===== src/rtl/exp8_pkg.sv =====
// Shared types for the one-hot sequence checker: FSM states, sample classes, lock default.
// Combinational definitions only; no latency, no flow control.
package exp8_pkg;

  typedef enum logic [1:0] {
    SEARCH = 2'd0,
    TRACK  = 2'd1,
    LOCKED = 2'd2
  } seq_state_t;

  typedef enum logic [1:0] {
    ZERO   = 2'd0,
    ONEHOT = 2'd1,
    MULTI  = 2'd2
  } sample_cls_t;

  localparam int LOCK_STEPS_DEF = 4;

endpackage


===== src/rtl/onehot_encoder4.sv =====
// Classifies a 4-line bus as zero / one-hot / multi and encodes it to a 2-bit code.
// Purely combinational (0 cycles); no backpressure.
module onehot_encoder4
  import exp8_pkg::*;
(
  input  logic [3:0] decoder_in,
  output logic [1:0] sample_cls,
  output logic [1:0] code
);

  always_comb begin
    code = 2'd0;
    // Scan downwards so the lowest set bit is the one that sticks.
    for (int i = 3; i >= 0; i--) begin
      if (decoder_in[i]) code = 2'(i);
    end
  end

  always_comb begin
    sample_cls = ZERO;
    if (decoder_in != 4'b0000) begin
      sample_cls = ((decoder_in & (decoder_in - 4'd1)) != 4'b0000) ? MULTI : ONEHOT;
    end
  end

endmodule


===== src/rtl/onehot_seq_encoder.sv =====
// Encodes a one-hot bus each edge, checks the 0-1-2-3 up-count order and locks after a run of in-order steps.
// All outputs registered, 1-cycle latency; no backpressure (samples every edge).
module onehot_seq_encoder
  import exp8_pkg::*;
#(
  parameter int LOCK_STEPS = LOCK_STEPS_DEF,
  parameter int CNT_W      = 8
) (
  input  logic             clockpulse,
  input  logic             clear_,
  input  logic [3:0]       decoder_in,
  output logic [1:0]       encoder_out,
  output logic             valid,
  output logic             invalid_code,
  output logic             seq_err,
  output logic             locked,
  output logic [CNT_W-1:0] step_count
);

  localparam logic [3:0] LOCK_RUN = LOCK_STEPS[3:0];

  logic [1:0]       sample_cls;
  logic [1:0]       code;
  seq_state_t       state, state_n;
  logic [1:0]       prev, prev_n;
  logic [3:0]       run, run_n;
  logic [CNT_W-1:0] cnt_n;
  logic             valid_n, inv_n, err_n;
  logic             is_onehot, is_multi, in_order, is_repeat;

  onehot_encoder4 u_enc (
    .decoder_in (decoder_in),
    .sample_cls (sample_cls),
    .code       (code)
  );

  assign is_onehot = (sample_cls == ONEHOT);
  assign is_multi  = (sample_cls == MULTI);
  assign in_order  = is_onehot && (code == 2'(prev + 2'd1));
  assign is_repeat = is_onehot && (code == prev);

  always_comb begin
    state_n = state;
    prev_n  = prev;
    run_n   = run;
    cnt_n   = step_count;
    valid_n = is_onehot;
    inv_n   = 1'b0;
    err_n   = 1'b0;

    if (is_onehot) prev_n = code;

    unique case (state)
      SEARCH: begin
        if (is_onehot) begin
          run_n   = 4'd0;
          state_n = TRACK;
        end else if (is_multi) begin
          inv_n = 1'b1;
        end
      end
      TRACK, LOCKED: begin
        if (in_order) begin
          if (step_count != {CNT_W{1'b1}}) cnt_n = step_count + CNT_W'(1);
          // run only matters until lock is reached; it is frozen while LOCKED.
          if (state == TRACK) begin
            run_n = run + 4'd1;
            if (run_n == LOCK_RUN) state_n = LOCKED;
          end
        end else if (is_multi) begin
          inv_n   = 1'b1;
          run_n   = 4'd0;
          state_n = SEARCH;
        end else if (is_onehot && !is_repeat) begin
          err_n   = 1'b1;
          run_n   = 4'd0;
          state_n = TRACK;
        end
      end
      default: begin
        run_n   = 4'd0;
        state_n = SEARCH;
      end
    endcase
  end

  always_ff @(posedge clockpulse or negedge clear_) begin
    if (!clear_) begin
      state        <= SEARCH;
      prev         <= 2'd0;
      run          <= 4'd0;
      step_count   <= '0;
      valid        <= 1'b0;
      invalid_code <= 1'b0;
      seq_err      <= 1'b0;
    end else begin
      state        <= state_n;
      prev         <= prev_n;
      run          <= run_n;
      step_count   <= cnt_n;
      valid        <= valid_n;
      invalid_code <= inv_n;
      seq_err      <= err_n;
    end
  end

  assign encoder_out = prev;
  assign locked      = (state == LOCKED);

endmodule


===== config.mk =====
export PLATFORM = sky130hd
export DESIGN_NAME = onehot_seq_encoder
export DESIGN_NICKNAME = d
export VERILOG_FILES = /design/src/rtl/exp8_pkg.sv /design/src/rtl/onehot_encoder4.sv /design/src/rtl/onehot_seq_encoder.sv
export SDC_FILE = /design/constraint.sdc
export NUM_CORES = 1
export LEC_CHECK = 0
export ABC_AREA = 1
export BUFFER_PORTS_ARGS = -buffer_cell sky130_fd_sc_hd__buf_2
export CORE_UTILIZATION = 54
export CTS_CLUSTER_SIZE = 10
export DETAILED_ROUTE_END_ITERATION = 7
export PLACE_DENSITY = 0.8
export SLEW_MARGIN = 0
export SYNTH_ARGS = -nofsm -noshare
export SYNTH_HDL_FRONTEND = slang
export SYNTH_SLANG_ARGS = --single-unit
export TNS_END_PERCENT = 10

===== constraint.sdc =====
create_clock -name clockpulse -period 1.7 [get_ports clockpulse]
set_clock_uncertainty 0.05 [all_clocks]
set_input_delay 0.085 -clock clockpulse [delete_from_list [all_inputs] [get_ports clockpulse]]
set_output_delay 0.085 -clock clockpulse [all_outputs]
set_load 0.02 [all_outputs]

==> results of run 1 <==
worst max-delay path by stage:
stage / from / slack (ns) / end
floorplan: step_count[0]$_DFFE_PN0P_ / 0.08 / step_count[6]$_DFFE_PN0P_
global placement: step_count[0]$_DFFE_PN0P_ / 0.1 / step_count[6]$_DFFE_PN0P_
detailed placement: step_count[0]$_DFFE_PN0P_ / 0.02 / step_count[5]$_DFFE_PN0P_
CTS: state[0]$_DFFE_PN0P_ / 0.02 / step_count[6]$_DFFE_PN0P_
global route: encoder_out[0]$_DFFE_PN0N_ / -0.09 / step_count[6]$_DFFE_PN0P_
finish: encoder_out[0]$_DFFE_PN0N_ / 0.04 / step_count[2]$_DFFE_PN0P_
synthesized netlist by cell type, drive strengths merged:
cell type,number
inv,21
nor4,1
nor2,19
dfrtp,19
nand2,61
nor3b,1
nor3,1
xor2,2
o21bai,1
a21oi,2
nand3b,1
ha,7
clkinv,1
o21ai,4
xnor2,4
nand3,18
flip-flops by register name, summed over array words and instances, names as in the netlist:
| signal | flops |
|---|---|
| invalid_code | 1 |
| encoder_out | 2 |
| valid | 1 |
| state | 2 |
| seq_err | 1 |
| run | 4 |
| step_count | 8 |
metal layers:
metal  vias up  part of all wire, %  wire length (microns)  global-route usage, %
li1        565                    -                      -                      -
met1       515                   44                   1120                   27.4
met2        41                   49                   1250                   36.0
met3         2                  6.1                    156                   4.32
met4         0                 0.51                     13                   7.62
met5         -                    0                      0                      0
metrics by stage:
stage	worst slack [ns]	util (%)	setup TNS (ns)	std cells
floorplan	0.0822	-	0	163
global placement	0.0969	66.4	0	209
detailed placement	0.0168	66.4	0	209
CTS	0.0249	68.4	0	214
global route	-0.0902	71.9	-0.788	221
finish	0.0353	71.9	0	221
timing repair:
| item | in CTS | in global routing |
|---|---|---|
| pin swaps | 0 | 2 |
| buffers inserted | 0 | 7 |
| hold endpoints to repair | 19 | 0 |
| setup endpoints to repair | 2 | 12 |
| gates resized for setup | 1 | 4 |
| hold buffers | 1 | 0 |
| gates cloned | 0 | 0 |
cells in the final DEF (no fill, tap or decap), types with 2 or more instances in the layout:
master    synthesis  layout
nand2_1          57      56
inv_1            19      19
buf_2             0      19
dfrtp_1          19      18
nand3_1          16      16
nor2_1           15      14
buf_4             0       7
ha_1              7       6
xnor2_1           4       4
nand2_2           2       3
o21ai_0           3       3
clkbuf_4          0       3
nor2_2            1       2
nor2_4            2       2
nand2_4           2       2
a21oi_1           2       2
clkinv_2          1       2
xor2_1            2       2
critical path: stages (launching register included):
cell and delay (ns):
dfrtp_2 0.46, nand2_1 0.10, nand2_1 0.06, nand2_1 0.07
nand2_1 0.07, inv_1 0.10, nand3_4 0.11, nor2_8 0.16
nand2_4 0.08, buf_4 0.15, nand2_1 0.05, o21ai_0 0.08
logic make-up (layout without fill, tap and decap cells):
family	after synthesis	count (layout)
compound gates	7	7
xor+xnor	6	6
fa+ha+maj	7	7
buf+inv	22	53
flops	19	19
simple gates	102	102
layout make-up:
cell class / count / area, sq um / share of cell area (%)
well taps: 27 / 33.8 / 2.30
repair buffers: 27 / 158 / 10.7
clock inverters: 1 / 5.00 / 0.341
clock buffers: 3 / 22.5 / 1.53
inverters: 22 / 86.3 / 5.88
flip-flops and latches: 19 / 477 / 32.5
multi-input cells: 122 / 687 / 46.8
where the power goes:
part,internal [mW],switching (mW)
Sequential,0.524,0.0656
Combinational,0.277,0.429
Clock,0.0874,0.140
Total,0.888,0.634
==> flow_metrics.py, run 1 <==
metrics = {
    "synth": {
        "yosys.area_share.simple_pct": 39.8,
        "netlist_instances": 163,
        "seq_area_frac_synth_pct": 38.7,
        "synth_warnings": 0,
        "yosys.area.top_type_share_pct": 38.7,
        "synth_compound_area_share_pct": 3.06,
        "syn-num-nets": 176,
        "syn-cell-area_sq_um": 1230,
        "yosys.area.top_type": "dfrtp_1",
        "yosys-top-cells-area": "dfrtp_1 39%, nand2_1 17%, ha_1 7.1%",
        "synth_mux_area_share_pct": 0,
        "ys_types": 26,
        "synth_top_family_by_area": "simple AND/OR/NAND/NOR gates",
        "syn_area_per_cell_sq_um": 7.53,
        "synthXorXnorAreaFrac_pct": 4.28,
        "synth-seq-cells": 19,
        "yosys.area_share.adder_pct": 7.14,
    },
    "min_path": {
        "hp-class": "in2reg",
        "hp-start": "decoder_in[0]",
        "hold_depth": 4,
        "whs_endpoint": "encoder_out[1]$_DFFE_PN0N_",
    },
    "placed_design": {
        "port_buffers": 19,
        "gp_congestion": 0.926,
        "hpwlAfterDp_microns": 1810,
        "place_area_sq_um": 1360,
    },
    "setup_path": {
        "crit_fanout": 6,
        "endpoint_kind": "flop",
        "cp-start-kind": "flop",
        "reg2reg_to": "step_count[2]$_DFFE_PN0P_",
        "crit_type": "reg2reg",
        "r2r-start": "encoder_out[0]$_DFFE_PN0N_",
        "required_ns": 1.83,
        "rr_worst_depth": 11,
        "r2r_slack_ns": 0.04,
        "worstPathArrival_ns": 1.79,
    },
    "routing": {
        "wl_per_cell_microns": 11.5,
        "firstDrtPassIters": 4,
        "totalWireLength_microns": 2550,
        "first_iter_violations": 27,
        "drc": 0,
        "vias": 1123,
        "via_per_inst": 5.08,
        "final_antenna_net_count": 0,
    },
    "timing": {
        "tightest_slew_ns": 0.433,
        "fmax_mhz": 601,
        "setup_viol": 0,
        "finalHoldViolCount": 0,
        "maxSlewViolCount": 0,
        "whs_ns": 0.142,
        "min_period_over_period_pct": 97.9,
        "max-slew-margin-rel_pct": 71.2,
        "period_minus_slack_ns": 1.66,
    },
    "cells_and_area": {
        "area_delta_synth_final_pct": 19.7,
        "nets": 208,
        "final_area_sq_um": 1470,
        "drive_gt1_share_pct": 24.7,
        "diodes": 0,
        "n_fill_cell": 163,
    },
    "cts": {
        "clock_sinks": 19,
        "h-tree-depth": 1,
        "clk_latency_ns": 0.29,
        "clk_pin_slew_ns": 0.11,
        "cts-root-buf": "clkbuf_4",
        "cts_tree": "done",
        "numCtsBuffers": 3,
        "cts_buffer_depth": 2,
    },
    "floorplanning": {
        "rows": 16,
        "start_util_pct": 60.1,
        "io_pins": 20,
        "core-area_sq_um": 2040,
        "die_h_microns": 49.7,
        "dieArea_sq_um": 2470,
        "fp.dieW_microns": 49.7,
    },
    "grt": {
        "grt_usage_pct": 21.5,
        "grt_pass1_wl_microns": 4090,
        "antenna_found_initial": 0,
        "grt_pass1_vias": 1018,
        "grt_max_degree": 20,
        "grt-ovfl-total": 0,
    },
    "pwr": {
        "power.leakage_nw": 0.820,
        "ir_worst_vdd_uv": 663,
        "power_mw": 1.52,
        "powerDensity_nw_per_um2": 1040,
    },
    "run": {
        "max_cap_violations": 0,
    },
    "run_status": {
        "status": "finished clean",
    },
}
Note: power is estimated with default switching activity, not from simulation.
==> inputs of run 2 (changes only) <==
CORE_UTILIZATION = 55   (was 54)
PLACE_DENSITY = 0.81   (was 0.8)
==> run 2 against run 1 <==
Compared with the run above:
- final area is 1.4% lower
- utilization down 0.34 points
- sequential power is essentially flat
- clock power hardly changed
- die area is 1.7% lower
- register-to-register slack better by 0.07 ns
- critical path type unchanged
==> flow_metrics.py, run 2 (synthesis gave the netlist of run 1 again) <==
metrics = {
    "routing": {
        "vias": 1140,
        "first_iter_violations": 23,
        "via_per_inst": 5.18,
        "drc": 0,
        "wl_per_cell_microns": 11.6,
        "final_antenna_net_count": 0,
        "totalWireLength_microns": 2560,
        "firstDrtPassIters": 4,
    },
    "timing": {
        "min_period_over_period_pct": 93.8,
        "finalHoldViolCount": 0,
        "maxSlewViolCount": 0,
        "max-slew-margin-rel_pct": 71.9,
        "finalSetupTns_ns": 0,
        "setup_viol": 0,
        "rsz0062_at_grt": "yes",
        "period_minus_slack_ns": 1.59,
        "fmax_mhz": 627,
        "timing.final.ws_setup_ns": 0.105,
        "tightest_slew_ns": 0.422,
    },
    "cells_and_area": {
        "drive_gt1_share_pct": 25.4,
        "area_delta_synth_final_pct": 17.9,
        "largest_reg_flops": 8,
        "layout.cells.non_filler": 220,
        "reg.largest.list": "step_count: 8 flops, run: 4 flops",
        "nets": 207,
        "final_common_cell": "nand2_1",
        "final_cell_mix": "57 x nand2_1, 19 x buf_2, 17 x dfrtp_1, 16 x inv_1, 16 x nand3_1",
        "diodes": 0,
        "post-route-util_pct": 71.6,
        "largest-register": "step_count",
    },
    "placed_design": {
        "place_inst": 210,
        "hpwlAfterDp_microns": 1880,
        "place_ws_ns": 0.0456,
        "gp_congestion": 0.879,
        "port_buffers": 19,
    },
    "floorplanning": {
        "dieArea_sq_um": 2420,
        "rows": 16,
        "fp.dieW_microns": 49.2,
        "start_util_pct": 60.7,
        "core-area_sq_um": 2020,
        "io_pins": 20,
        "die_h_microns": 49.2,
    },
    "pwr": {
        "power_mw": 1.52,
        "power.leakage_nw": 0.807,
        "ir_worst_vdd_uv": 834,
        "powerDensity_nw_per_um2": 1050,
    },
    "setup_path": {
        "worstSetupStartpoint": "encoder_out[0]$_DFFE_PN0N_",
        "endpoint": "state[0]$_DFFE_PN0P_",
        "crit_type": "reg2reg",
        "required_ns": 1.85,
        "rr_worst_depth": 12,
        "r2r-start": "encoder_out[0]$_DFFE_PN0N_",
        "crit_fanout": 6,
        "worstPathArrival_ns": 1.74,
        "cp-start-kind": "flop",
        "endpoint_kind": "flop",
        "reg2reg_to": "state[0]$_DFFE_PN0P_",
        "r2r_slack_ns": 0.11,
    },
    "run_status": {
        "status": "finished clean",
    },
    "grt": {
        "grt_usage_pct": 22.1,
        "antenna_found_initial": 0,
        "grt-ovfl-total": 0,
        "grt_pass1_vias": 1027,
        "grt_pass1_wl_microns": 4180,
        "grt_max_degree": 20,
    },
    "cts": {
        "cts_buffer_depth": 2,
        "h-tree-depth": 1,
        "clock_sinks": 19,
        "clk_pin_slew_ns": 0.12,
        "cts-root-buf": "clkbuf_4",
        "cts_tree": "done",
        "numCtsBuffers": 3,
        "clk_latency_ns": 0.31,
    },
    "min_path": {
        "hp-class": "in2reg",
    },
    "run": {
        "max_cap_violations": 0,
    },
}
-- run 2: cell count changes in the layout (fill, tap and decap cells not counted), sizes merged --
cell,delta
buf,-2
clkinv,-1
inv,+1
nand2,+1
-- run 2: critical path: stages, from the launching register on --
cell and delay [ns]:
dfrtp_2 0.46, nand2_1 0.10, nand2_1 0.06, nand2_1 0.06, nand2_1 0.06, inv_2 0.06
nand3_4 0.10, nand2_1 0.13, inv_1 0.05, nand2_1 0.10, nand3_1 0.12, nand2_1 0.09
nand2_1 0.05
-- run 2: area by class of cell --
| type | count | area (sq um) |
|---|---|---|
| clock buffers | 3 | 22.5 |
| clock inverters | 1 | 5.00 |
| fillers | 170 | 574 |
| inverters | 22 | 87.6 |
| multi-input cells | 123 | 678 |
| flip-flops and latches | 19 | 478 |
| well taps | 27 | 33.8 |
| repair buffers | 25 | 143 |
-- run 2: repair_timing --
item                                   4_1_cts  5_1_grt
resized for setup                            0        8
setup endpoints to repair                    0       12
buffers inserted                             0        4
hold buffers                                 1        0
endpoints found under the hold margin       19        0
-- run 2: worst min path at each step --
stage	startpoint	to	slack [ns]	cells after the start
4_1_cts	decoder_in[0]	encoder_out[0]$_DFFE_PN0N_	0.11	4
3_5_place_dp	clear_	encoder_out[0]$_DFFE_PN0N_	-0.008	1
3_3_place_gp	clear_	encoder_out[0]$_DFFE_PN0N_	-0.01	1
6_report	decoder_in[0]	encoder_out[1]$_DFFE_PN0N_	0.14	4
5_1_grt	decoder_in[0]	encoder_out[0]$_DFFE_PN0N_	0.16	4
2_1_floorplan	clear_	encoder_out[0]$_DFFE_PN0N_	-0.26	0
-- run 2: stage by stage --
step	hold WS, ns	area, sq um
finish	0.138	1450
global route	0.158	1450
CTS	0.112	1400
detailed placement	-0.00787	1360
global placement	-0.0112	1360
floorplan	-0.261	1230
-- run 2: metal layers --
metal / vias to the layer above / GRT usage, % / wire (microns)
li1: 564 / - / -
met1: 547 / 25.6 / 1110
met2: 29 / 40.4 / 1330
met3: 0 / 6.54 / 114
met4: 0 / 3.43 / 0
met5: - / 0 / 0
-- run 2: power breakdown --
group | total (mW) | internal, mW | switching [mW]
registers | 0.589 | 0.524 | 0.0652
logic | 0.701 | 0.259 | 0.442
clock network | 0.230 | 0.0878 | 0.142
